===== config.mk =====
export PLATFORM = sky130hd
export DESIGN_NAME = i2c_slave_ctrl
export DESIGN_NICKNAME = d
export VERILOG_FILES = /design/src/rtl/i2c_slave_ctrl.sv
export SDC_FILE = /design/constraint.sdc
export NUM_CORES = 1
export LEC_CHECK = 0
export CORE_UTILIZATION = 44
export DETAILED_ROUTE_END_ITERATION = 7
export PLACE_DENSITY = 0.74
export SYNTH_ARGS = -nofsm -noshare
export SYNTH_HDL_FRONTEND = slang
export SYNTH_SLANG_ARGS = --single-unit

===== constraint.sdc =====
create_clock -name SCL -period 5 [get_ports SCL]
set_input_delay 1 -clock SCL [delete_from_list [all_inputs] [get_ports SCL]]
set_output_delay 1 -clock SCL [all_outputs]
set_load 0.01 [all_outputs]

===== src/rtl/i2c_slave_ctrl.sv =====
`default_nettype none
// ============================================================================
//  Module   : i2c_slave_ctrl
//  Purpose  : Write-only I2C slave front end. Receives a device address
//             byte, a register address byte and any number of data bytes,
//             ACKing each one, and emits one-cycle load enables so that
//             downstream address / data registers capture data_o.
//  Revision : 1.0 - initial release
// ----------------------------------------------------------------------------
//  Ports
//    SCL         in   1  I2C serial clock (the only clock, posedge active)
//    rst_n       in   1  asynchronous active-low reset
//    sda_i       in   1  SDA line value, sampled on posedge SCL
//    start_det   in   1  START / repeated START seen since previous SCL rise
//    stop_det    in   1  STOP seen since previous SCL rise
//    data_o      out  8  last received byte (address or data)
//    load_addr0  out  1  register-address register captures data_o next edge
//    load_data   out  1  data register captures data_o next edge
//    sda_oe      out  1  1 = pull SDA low (ACK)
//    busy        out  1  1 while a transaction is addressed or in progress
//    wr_cnt      out  8  data bytes written in the current transaction
// ============================================================================
module i2c_slave_ctrl #(
    parameter logic [6:0] DEV_ADDR = 7'h50
) (
    input  logic       SCL,
    input  logic       rst_n,
    input  logic       sda_i,
    input  logic       start_det,
    input  logic       stop_det,
    output logic [7:0] data_o,
    output logic       load_addr0,
    output logic       load_data,
    output logic       sda_oe,
    output logic       busy,
    output logic [7:0] wr_cnt
);

    localparam logic [2:0] ST_IDLE     = 3'd0;
    localparam logic [2:0] ST_DEV_ADDR = 3'd1;
    localparam logic [2:0] ST_DEV_ACK  = 3'd2;
    localparam logic [2:0] ST_REG_ADDR = 3'd3;
    localparam logic [2:0] ST_REG_ACK  = 3'd4;
    localparam logic [2:0] ST_DATA     = 3'd5;
    localparam logic [2:0] ST_DATA_ACK = 3'd6;
    localparam logic [2:0] ST_IGNORE   = 3'd7;

    logic [2:0] state;
    logic [7:0] shreg;
    logic [2:0] bit_cnt;
    logic [7:0] rx_byte;
    logic       last_bit;

    // Byte as it stands once the current edge's bit is shifted in; only
    // meaningful when last_bit is set.
    assign rx_byte  = {shreg[6:0], sda_i};
    assign last_bit = (bit_cnt == 3'd7);

    assign busy = (state != ST_IDLE);

    always_ff @(posedge SCL or negedge rst_n) begin
        if (!rst_n) begin
            state      <= ST_IDLE;
            shreg      <= 8'h00;
            bit_cnt    <= 3'd0;
            data_o     <= 8'h00;
            wr_cnt     <= 8'h00;
            load_addr0 <= 1'b0;
            load_data  <= 1'b0;
            sda_oe     <= 1'b0;
        end else if (start_det) begin
            // The edge that reports START already carries address bit 7.
            state      <= ST_DEV_ADDR;
            shreg      <= rx_byte;
            bit_cnt    <= 3'd1;
            wr_cnt     <= 8'h00;
            load_addr0 <= 1'b0;
            load_data  <= 1'b0;
            sda_oe     <= 1'b0;
        end else if (stop_det) begin
            // wr_cnt deliberately holds so the count stays readable after STOP.
            state      <= ST_IDLE;
            bit_cnt    <= 3'd0;
            load_addr0 <= 1'b0;
            load_data  <= 1'b0;
            sda_oe     <= 1'b0;
        end else begin
            case (state)
                ST_IDLE: begin
                    state <= ST_IDLE;
                end

                ST_DEV_ADDR: begin
                    shreg   <= rx_byte;
                    bit_cnt <= bit_cnt + 3'd1;
                    if (last_bit) begin
                        if ((rx_byte[7:1] == DEV_ADDR) && !rx_byte[0]) begin
                            sda_oe <= 1'b1;
                            state  <= ST_DEV_ACK;
                        end else begin
                            state  <= ST_IGNORE;
                        end
                    end
                end

                ST_DEV_ACK: begin
                    sda_oe  <= 1'b0;
                    bit_cnt <= 3'd0;
                    state   <= ST_REG_ADDR;
                end

                ST_REG_ADDR: begin
                    shreg   <= rx_byte;
                    bit_cnt <= bit_cnt + 3'd1;
                    if (last_bit) begin
                        data_o     <= rx_byte;
                        load_addr0 <= 1'b1;
                        sda_oe     <= 1'b1;
                        state      <= ST_REG_ACK;
                    end
                end

                ST_REG_ACK: begin
                    load_addr0 <= 1'b0;
                    sda_oe     <= 1'b0;
                    bit_cnt    <= 3'd0;
                    state      <= ST_DATA;
                end

                ST_DATA: begin
                    shreg   <= rx_byte;
                    bit_cnt <= bit_cnt + 3'd1;
                    if (last_bit) begin
                        data_o    <= rx_byte;
                        load_data <= 1'b1;
                        sda_oe    <= 1'b1;
                        state     <= ST_DATA_ACK;
                    end
                end

                ST_DATA_ACK: begin
                    load_data <= 1'b0;
                    sda_oe    <= 1'b0;
                    bit_cnt   <= 3'd0;
                    if (wr_cnt != 8'hFF) begin
                        wr_cnt <= wr_cnt + 8'h01;
                    end
                    state     <= ST_DATA;
                end

                ST_IGNORE: begin
                    state <= ST_IGNORE;
                end

                default: begin
                    state <= ST_IDLE;
                end
            endcase
        end
    end

endmodule
`default_nettype wire


# Yosys cells after proc, flatten, opt, wreduce, memory -nomap -nowiden
# Cells that the tools add are included.
[word_totals]
register_bits = 32
in_bits = 5
[op_classes]
bitwise = 2
muxes = 29
add_sub_neg = 2
eq_ne = 16
n_reduce_logical = 22
[ops]
columns = ["cell", "count"]
rows = [
  ["$mux W8", 4],
  ["$mux W3", 8],
  ["$mux W7", 3],
  ["$pmux W3 S7", 1],
  ["$ne A4 B4 Y1 const B", 4],
  ["$eq A3 B3 Y1 const B", 5],
  ["$reduce_bool A4 Y1", 3],
  ["$mux W1", 9],
  ["$add A8 B1 Y8 const B", 1],
  ["$ne A8 B8 Y1 const B", 1],
  ["$reduce_and A4 Y1", 2],
  ["$eq A7 B7 Y1 const B", 1],
  ["$eq A3 B2 Y1 const B", 2],
  ["$pmux W3 S2", 1],
  ["$reduce_and A2 Y1", 3],
  ["$reduce_and A3 Y1", 2],
  ["$reduce_bool A2 Y1", 3],
  ["$reduce_or A3 Y1", 2],
  ["$reduce_bool A5 Y1", 1],
  ["$ne A4 B1 Y1 const B", 1],
  ["$pmux W1 S2", 2],
  ["$reduce_or A2 Y1", 2],
  ["$add A3 B1 Y3 const B", 1],
  ["$eq A3 B1 Y1 const B", 1],
  ["other kinds (7)", 8],
]

# Depth between registers and ports, before layout
# Gate-level depths: netlist of the first run.
[depth]
word_depth = 7
mapped_depth = 7

# Least setup slack after synthesis of the first run
# No wires, ideal clock.
[synth_timing]
path_kind = "in2reg"
start = "in stop_det"
end = "reg wr_cnt[7]"
arrival_ns = 1.895
slack_ns = 3.027
cell_stages = 4
setup_time_ns = 0.078
path_buffers = 0
t_required_ns = 4.922
path_cell_list = "and4bb_4 o211ai_2 or3_1 a21oi_1"
[synth_between]
elab_chain_len = 2
[synth_rtl]
columns = ["element", "line", "source"]
rows = [
  ["from (decl)", "30", "input logic stop_det,"],
  ["$ne A2 B2 Y1 (no line)", "--", ""],
  ["$reduce_and A3 Y1 (no line)", "--", ""],
  ["to (signal assigned)", "146", "wr_cnt <= wr_cnt + 8'h01;"],
  ["to (decl)", "36", "output logic [7:0] wr_cnt"],
]
# Every way passes these cells.
# A chain may end at the register's enable or synchronous reset.

# Worst setup path after layout of the first run
[layout_timing]
start = "reg state[1]"
end = "out busy"
[layout_between]
elab_chain_len = 1
[layout_rtl]
columns = ["element", "line", "source"]
rows = [
  ["from (decl)", "48", "logic [2:0] state;"],
  ["from (signal assigned)", "63", "state <= ST_IDLE;"],
  ["from (signal assigned)", "73", "state <= ST_DEV_ADDR;"],
  ["from (signal assigned)", "82", "state <= ST_IDLE;"],
  ["$reduce_bool A3 Y1", "59", "assign busy = (state != ST_IDLE);"],
  ["to (decl)", "35", "output logic busy,"],
]
# Every way passes these cells.

==> flow_metrics.py, run 1 <==
metrics = {
    "global_routing": {
        "grt_pass1_wl_mm": 4.933,
        "grt_pass1_vias": 1124,
        "grt_overflow": 0,
        "grt_max_degree": 33,
        "antenna_found_initial": 0,
        "grt.total_usage": 0.1839,
    },
    "synth": {
        "async_flop_share": 1.000,
        "synth_ff_type": "dfrtp_1",
        "synth_edf_count": 0,
        "synth_nets": 146,
        "synth_cells": 138,
        "synthDistinctLibCells": 41,
        "syn_area_mm2": 0.001545,
        "synth_seq_area_share": 0.5182,
        "yosysWarnings": 0,
        "ys_seq_elements": 32,
        "syn-mean-instance-area_um2": 11.20,
    },
    "cts": {
        "clk_latency_ns": 0.33,
        "cts_inserted_buffers": 5,
        "clock_path_buffers": 2,
        "h-tree-depth": 2,
        "post_cts_buffers": 0,
        "clock-sinks": 32,
        "cts_resized": 0,
        "cts_tree": "yes",
        "cts.clk_slew.worst_paths_ns": 0.09,
        "clock-root-buffer": "clkbuf_4",
        "holdBufCountCts": 0,
    },
    "routing": {
        "drc": 0,
        "wl_per_cell_um": 14.33,
        "drtIter0Drc": 26,
        "wl_mm": 3.024,
        "ant_nets": 0,
        "firstDrtPassIters": 4,
        "viasPerCell": 5.555,
        "vias": 1172,
    },
    "floorplanning": {
        "coreArea_mm2": 0.003363,
        "num_io_pins": 25,
        "die_h_um": 61.26,
        "die_x_um": 61.26,
        "core.rowCount": 21,
        "die_area_mm2": 0.003753,
        "start_util": 0.4594,
    },
    "placement": {
        "gp_routability_congestion": 0.7914,
        "place_area_mm2": 0.001823,
        "place_hpwl_mm": 2.105,
        "portBuffers": 24,
    },
    "timing": {
        "relSlewSlack": 0.6533,
        "timing.setup.tns_ns": 0,
        "period_share": 0.5477,
        "slew_viol_final": 0,
        "setup_violations": 0,
        "hold_violations": 0,
        "fin_crit_ns": 2.739,
        "clock_skew_ns": 0.007566,
        "worstMarginPinSlew_ns": 0.5183,
        "fmax_ghz": 0.3651,
        "rsz0062_at_grt": "false",
    },
    "run_status": {
        "outcome": "finished, final reports clean",
    },
    "layout": {
        "fin_area_mm2": 0.001886,
        "syn2layout_area_growth_pct": 22.02,
        "final_nets": 172,
        "final_util": 0.5606,
        "layout-drive-gt1-share": 0.1697,
        "antenna_cells": 0,
    },
    "worst_setup_path": {
        "endpoint": "busy",
        "critPathLaunch": "state[1]$_DFFE_PN0P_",
        "critical_path_required_ns": 4.00,
        "path_max_fanout": 11,
        "r2r_slack_ns": 3.11,
        "rr_startpoint": "state[2]$_DFFE_PN0P_",
        "cp-end-kind": "output port",
        "crit_path_start_kind": "register",
        "worstRegToRegCells": 3,
        "r2r-end": "shreg[5]$_DFFE_PN0P_",
        "critical_path_class": "register to output port",
        "crit_arrival_ns": 1.74,
    },
    "run": {
        "cap_violations": 0,
    },
    "worst_hold_path": {
        "hold_path.class": "register to register",
        "hold_depth": 1,
    },
    "power": {
        "power.density_mw_per_mm2": 261.5,
        "leakagePower_uw": 0.0008242,
        "ir_drop_mv": 0.1725,
    },
}
flip-flops by register name, summed over array words and instances (netlist names):
signal / count
load_addr0: 1
load_data: 1
sda_oe: 1
data_o: 8
shreg: 7
wr_cnt: 8
state: 3
bit_cnt: 3
through the flow:
step	total power (uW)	setup slack (ns)	hold WS, ns	std cells
finish	493.2	2.261	0.5147	211
global route	517.4	2.164	0.5341	211
CTS	500.9	2.273	0.5212	211
detailed placement	346.8	2.281	0.4929	203
global placement	342.8	2.317	0.4933	203
floorplan	325.0	3.027	0.4897	138
cells in the mapped netlist, types with 2 or more instances:
| cell | n | area (um^2) |
|---|---|---|
| xor2_1 | 6 | 52.55 |
| a21oi_1 | 9 | 45.04 |
| o21ai_0 | 6 | 30.03 |
| inv_1 | 4 | 15.01 |
| o211ai_1 | 3 | 22.52 |
| nand3_1 | 3 | 15.01 |
| nand2_1 | 4 | 15.01 |
| nor2_1 | 15 | 56.30 |
| clkbuf_1 | 3 | 11.26 |
| mux2_2 | 15 | 168.9 |
| a2bb2oi_1 | 2 | 17.52 |
| dfrtp_1 | 32 | 800.8 |
| o2bb2ai_1 | 2 | 17.52 |
| and3_1 | 3 | 18.77 |
| ha_1 | 3 | 37.54 |
| or3_1 | 2 | 12.51 |
| a22oi_1 | 2 | 15.01 |
logic make-up (layout without fill, tap and decap cells):
logic type / count (synthesis) / count (layout) / synth area share
AO/OA/AOI/OAI: 34 / 34 / 0.1498
XOR/XNOR: 6 / 6 / 0.03401
adder cells (fa/ha/maj): 3 / 3 / 0.02429
buffers and inverters: 10 / 37 / 0.02752
flip-flops: 32 / 32 / 0.5182
multiplexers: 16 / 16 / 0.1158
AND/OR/NAND/NOR: 37 / 37 / 0.1304
where the power goes:
part / internal (uW) / leakage [uW] / switching [uW]
sequential: 275 / 0.000424 / 17.0
clock: 68.8 / 0.0000315 / 83.7
combinational: 27.0 / 0.000368 / 21.7
total: 371 / 0.000824 / 122
worst min path at each step:
stage,from,endpoint,slack [ns]
3_3_place_gp,data_o[5]$_DFFE_PN0P_,data_o[5]$_DFFE_PN0P_,0.49
2_1_floorplan,shreg[6]$_DFFE_PN0P_,data_o[7]$_DFFE_PN0P_,0.49
6_report,data_o[2]$_DFFE_PN0P_,data_o[2]$_DFFE_PN0P_,0.51
5_1_grt,data_o[2]$_DFFE_PN0P_,data_o[2]$_DFFE_PN0P_,0.53
4_1_cts,data_o[2]$_DFFE_PN0P_,data_o[2]$_DFFE_PN0P_,0.52
3_5_place_dp,data_o[6]$_DFFE_PN0P_,data_o[6]$_DFFE_PN0P_,0.49
cell usage in the layout (no fill, tap or decap), types with 2 or more instances in the layout:
| cell | instances |
|---|---|
| o211ai_1 | 3 |
| clkbuf_4 | 5 |
| a22oi_1 | 2 |
| xor2_1 | 6 |
| clkdlybuf4s50_1 | 24 |
| and3_1 | 3 |
| o21ai_0 | 6 |
| o2bb2ai_1 | 2 |
| ha_1 | 3 |
| a2bb2oi_1 | 2 |
| nand2_1 | 4 |
| or3_1 | 2 |
| nand3_1 | 3 |
| dfrtp_1 | 32 |
| mux2_2 | 15 |
| inv_1 | 4 |
| a21oi_1 | 9 |
| nor2_1 | 15 |
final cells by class:
type / count / area (um^2)
Clock buffer: 7 / 55.05
Inverter: 4 / 15.01
Sequential cell: 32 / 800.8
Fill cell: 312 / 1478
Timing Repair Buffer: 25 / 247.7
Clock inverter: 1 / 7.507
Multi-Input combinational cell: 96 / 701.9
Tap cell: 46 / 57.56
worst max-delay path: stages (launching register included):
cell             delay [ns]
dfrtp_1                0.56
inv_1                  0.20
nand2_1                0.12
clkdlybuf4s50_1        0.54
metal layers:
layer  share of wire  vias to the layer above  GRT usage
met2            0.49                       30     0.3168
met4           0.017                        0    0.07468
met1            0.44                      582     0.2116
met5               0                        -          0
li1                -                      554          -
met3           0.047                        6    0.05882
No activity file was read; power rests on OpenSTA's default activity.
==> inputs of run 2 (changes only) <==
Settings changed: PLACE_DENSITY 0.74 to 0.76.
Clock period 5 ns to 2.5 ns, I/O delays scaled along.
==> flow_metrics.py, run 2 (synthesis results as in run 1) <==
metrics = {
    "cts": {
        "cts_resized": 0,
        "holdBufCountCts": 0,
        "cts_inserted_buffers": 5,
        "clock-sinks": 32,
        "clock_path_buffers": 2,
        "clk_latency_ns": 0.33,
        "cts_tree": "yes",
        "clock-root-buffer": "clkbuf_4",
        "post_cts_buffers": 0,
        "cts.clk_slew.worst_paths_ns": 0.10,
        "h-tree-depth": 2,
    },
    "timing": {
        "fmax_ghz": 0.4373,
        "rsz0062_at_grt": "false",
        "fin_crit_ns": 2.287,
        "relSlewSlack": 0.7011,
        "slew_viol_final": 0,
        "setup_violations": 0,
        "timing.setup.tns_ns": 0,
        "clock_skew_ns": 0.008249,
        "period_share": 0.9146,
        "worstMarginPinSlew_ns": 0.4470,
        "hold_violations": 0,
    },
    "routing": {
        "wl_per_cell_um": 14.30,
        "drtIter0Drc": 30,
        "drc": 0,
        "ant_nets": 0,
        "wl_mm": 3.046,
        "viasPerCell": 5.516,
        "firstDrtPassIters": 4,
        "vias": 1175,
    },
    "worst_setup_path": {
        "path_max_fanout": 11,
        "crit_arrival_ns": 1.79,
        "critical_path_required_ns": 2.00,
        "crit_path_start_kind": "register",
        "critPathLaunch": "state[1]$_DFFE_PN0P_",
        "worstRegToRegCells": 3,
        "rr_startpoint": "state[2]$_DFFE_PN0P_",
        "critical_path_class": "register to output port",
        "r2r-end": "shreg[6]$_DFFE_PN0P_",
        "cp-end-kind": "output port",
        "r2r_slack_ns": 0.63,
        "endpoint": "busy",
    },
    "floorplanning": {
        "die_area_mm2": 0.003753,
        "core.rowCount": 21,
        "die_h_um": 61.26,
        "start_util": 0.4594,
        "num_io_pins": 25,
        "die_x_um": 61.26,
        "coreArea_mm2": 0.003363,
    },
    "global_routing": {
        "grt_pass1_wl_mm": 5.099,
        "grt_use_met3": 0.06933,
        "grt_max_degree": 33,
        "antenna_found_initial": 0,
        "grt_overflow": 0,
        "met2_usage": 0.3059,
        "use_met1": 0.2299,
        "grt_pass1_vias": 1137,
        "grt.total_usage": 0.1926,
        "grt-busiest-layer": "met2",
    },
    "power": {
        "leakagePower_uw": 0.0008443,
        "power.density_mw_per_mm2": 558.8,
        "power_uw": 1070,
        "ir_drop_mv": 0.3438,
    },
    "run_status": {
        "outcome": "finished, final reports clean",
    },
    "placement": {
        "portBuffers": 24,
        "place_hpwl_mm": 2.104,
        "gp_routability_congestion": 0.7938,
    },
    "run": {
        "cap_violations": 0,
    },
    "layout": {
        "layout-drive-gt1-share": 0.1796,
        "final_nets": 174,
        "top_regs": "data_o (8), wr_cnt (8), shreg (7)",
        "syn2layout_area_growth_pct": 23.89,
        "fillers": 315,
        "antenna_cells": 0,
        "final_cell_mix": "dfrtp_1 (32), clkdlybuf4s50_1 (24), nor2_1 (15), mux2_2 (15), a21oi_1 (9)",
        "final_common_cell": "dfrtp_1",
    },
    "worst_hold_path": {
        "hold_path.class": "register to register",
    },
}
run 2: per-layer routing:
layer | routed length (um) | share of wire
met1 | 1317 | 0.43
met2 | 1530 | 0.50
met3 | 158 | 0.052
met4 | 40 | 0.013
met5 | 0 | 0
run 2: layout make-up:
type | instances | area (um^2) | area share
Timing Repair Buffer | 27 | 262.8 | 0.1373
Clock buffer | 6 | 41.29 | 0.02157
Tap cell | 46 | 57.56 | 0.03007
Multi-Input combinational cell | 96 | 701.9 | 0.3667
Inverter | 4 | 15.01 | 0.007843
Sequential cell | 32 | 800.8 | 0.4183
Clock inverter | 2 | 35.03 | 0.01830
run 2: worst min-delay path by stage:
| stage | from | end | slack (ns) | cells after the start |
|---|---|---|---|---|
| after global placement | data_o[0]$_DFFE_PN0P_ | data_o[0]$_DFFE_PN0P_ | 0.49 | 1 |
| after detailed placement | data_o[1]$_DFFE_PN0P_ | data_o[1]$_DFFE_PN0P_ | 0.50 | 1 |
| final | data_o[1]$_DFFE_PN0P_ | data_o[1]$_DFFE_PN0P_ | 0.52 | 1 |
| after global routing | data_o[2]$_DFFE_PN0P_ | data_o[2]$_DFFE_PN0P_ | 0.54 | 1 |
| after floorplan | rst_n | bit_cnt[0]$_DFFE_PN0P_ | 0.20 | 0 |
| after CTS | data_o[1]$_DFFE_PN0P_ | data_o[1]$_DFFE_PN0P_ | 0.52 | 1 |
run 2: per-stage QoR:
step	hold slack [ns]	worst slack, ns	cells	util	cell area, um^2
final	0.5183	0.2134	213	0.5692	1914
after global routing	0.5409	0.05041	213	0.5692	1914
after CTS	0.5201	0.2060	213	0.5692	1914
after detailed placement	0.4968	0.4356	205	0.5465	1838
after global placement	0.4917	0.4736	205	0.5465	1838
after floorplan	0.2044	0.8495	138	-	1545
run 2: power breakdown:
group / internal (uW) / leakage [uW] / total, uW / switching [uW]
Clock: 210 / 0.0000422 / 387 / 178
Sequential: 550 / 0.000424 / 579 / 29.4
Combinational: 56.4 / 0.000378 / 103 / 46.6
run 2: worst max-delay path, stage by stage (launching register included):
cell and delay [ns]:
dfrtp_1 0.57, inv_1 0.22, nand2_1 0.13, clkdlybuf4s50_1 0.54
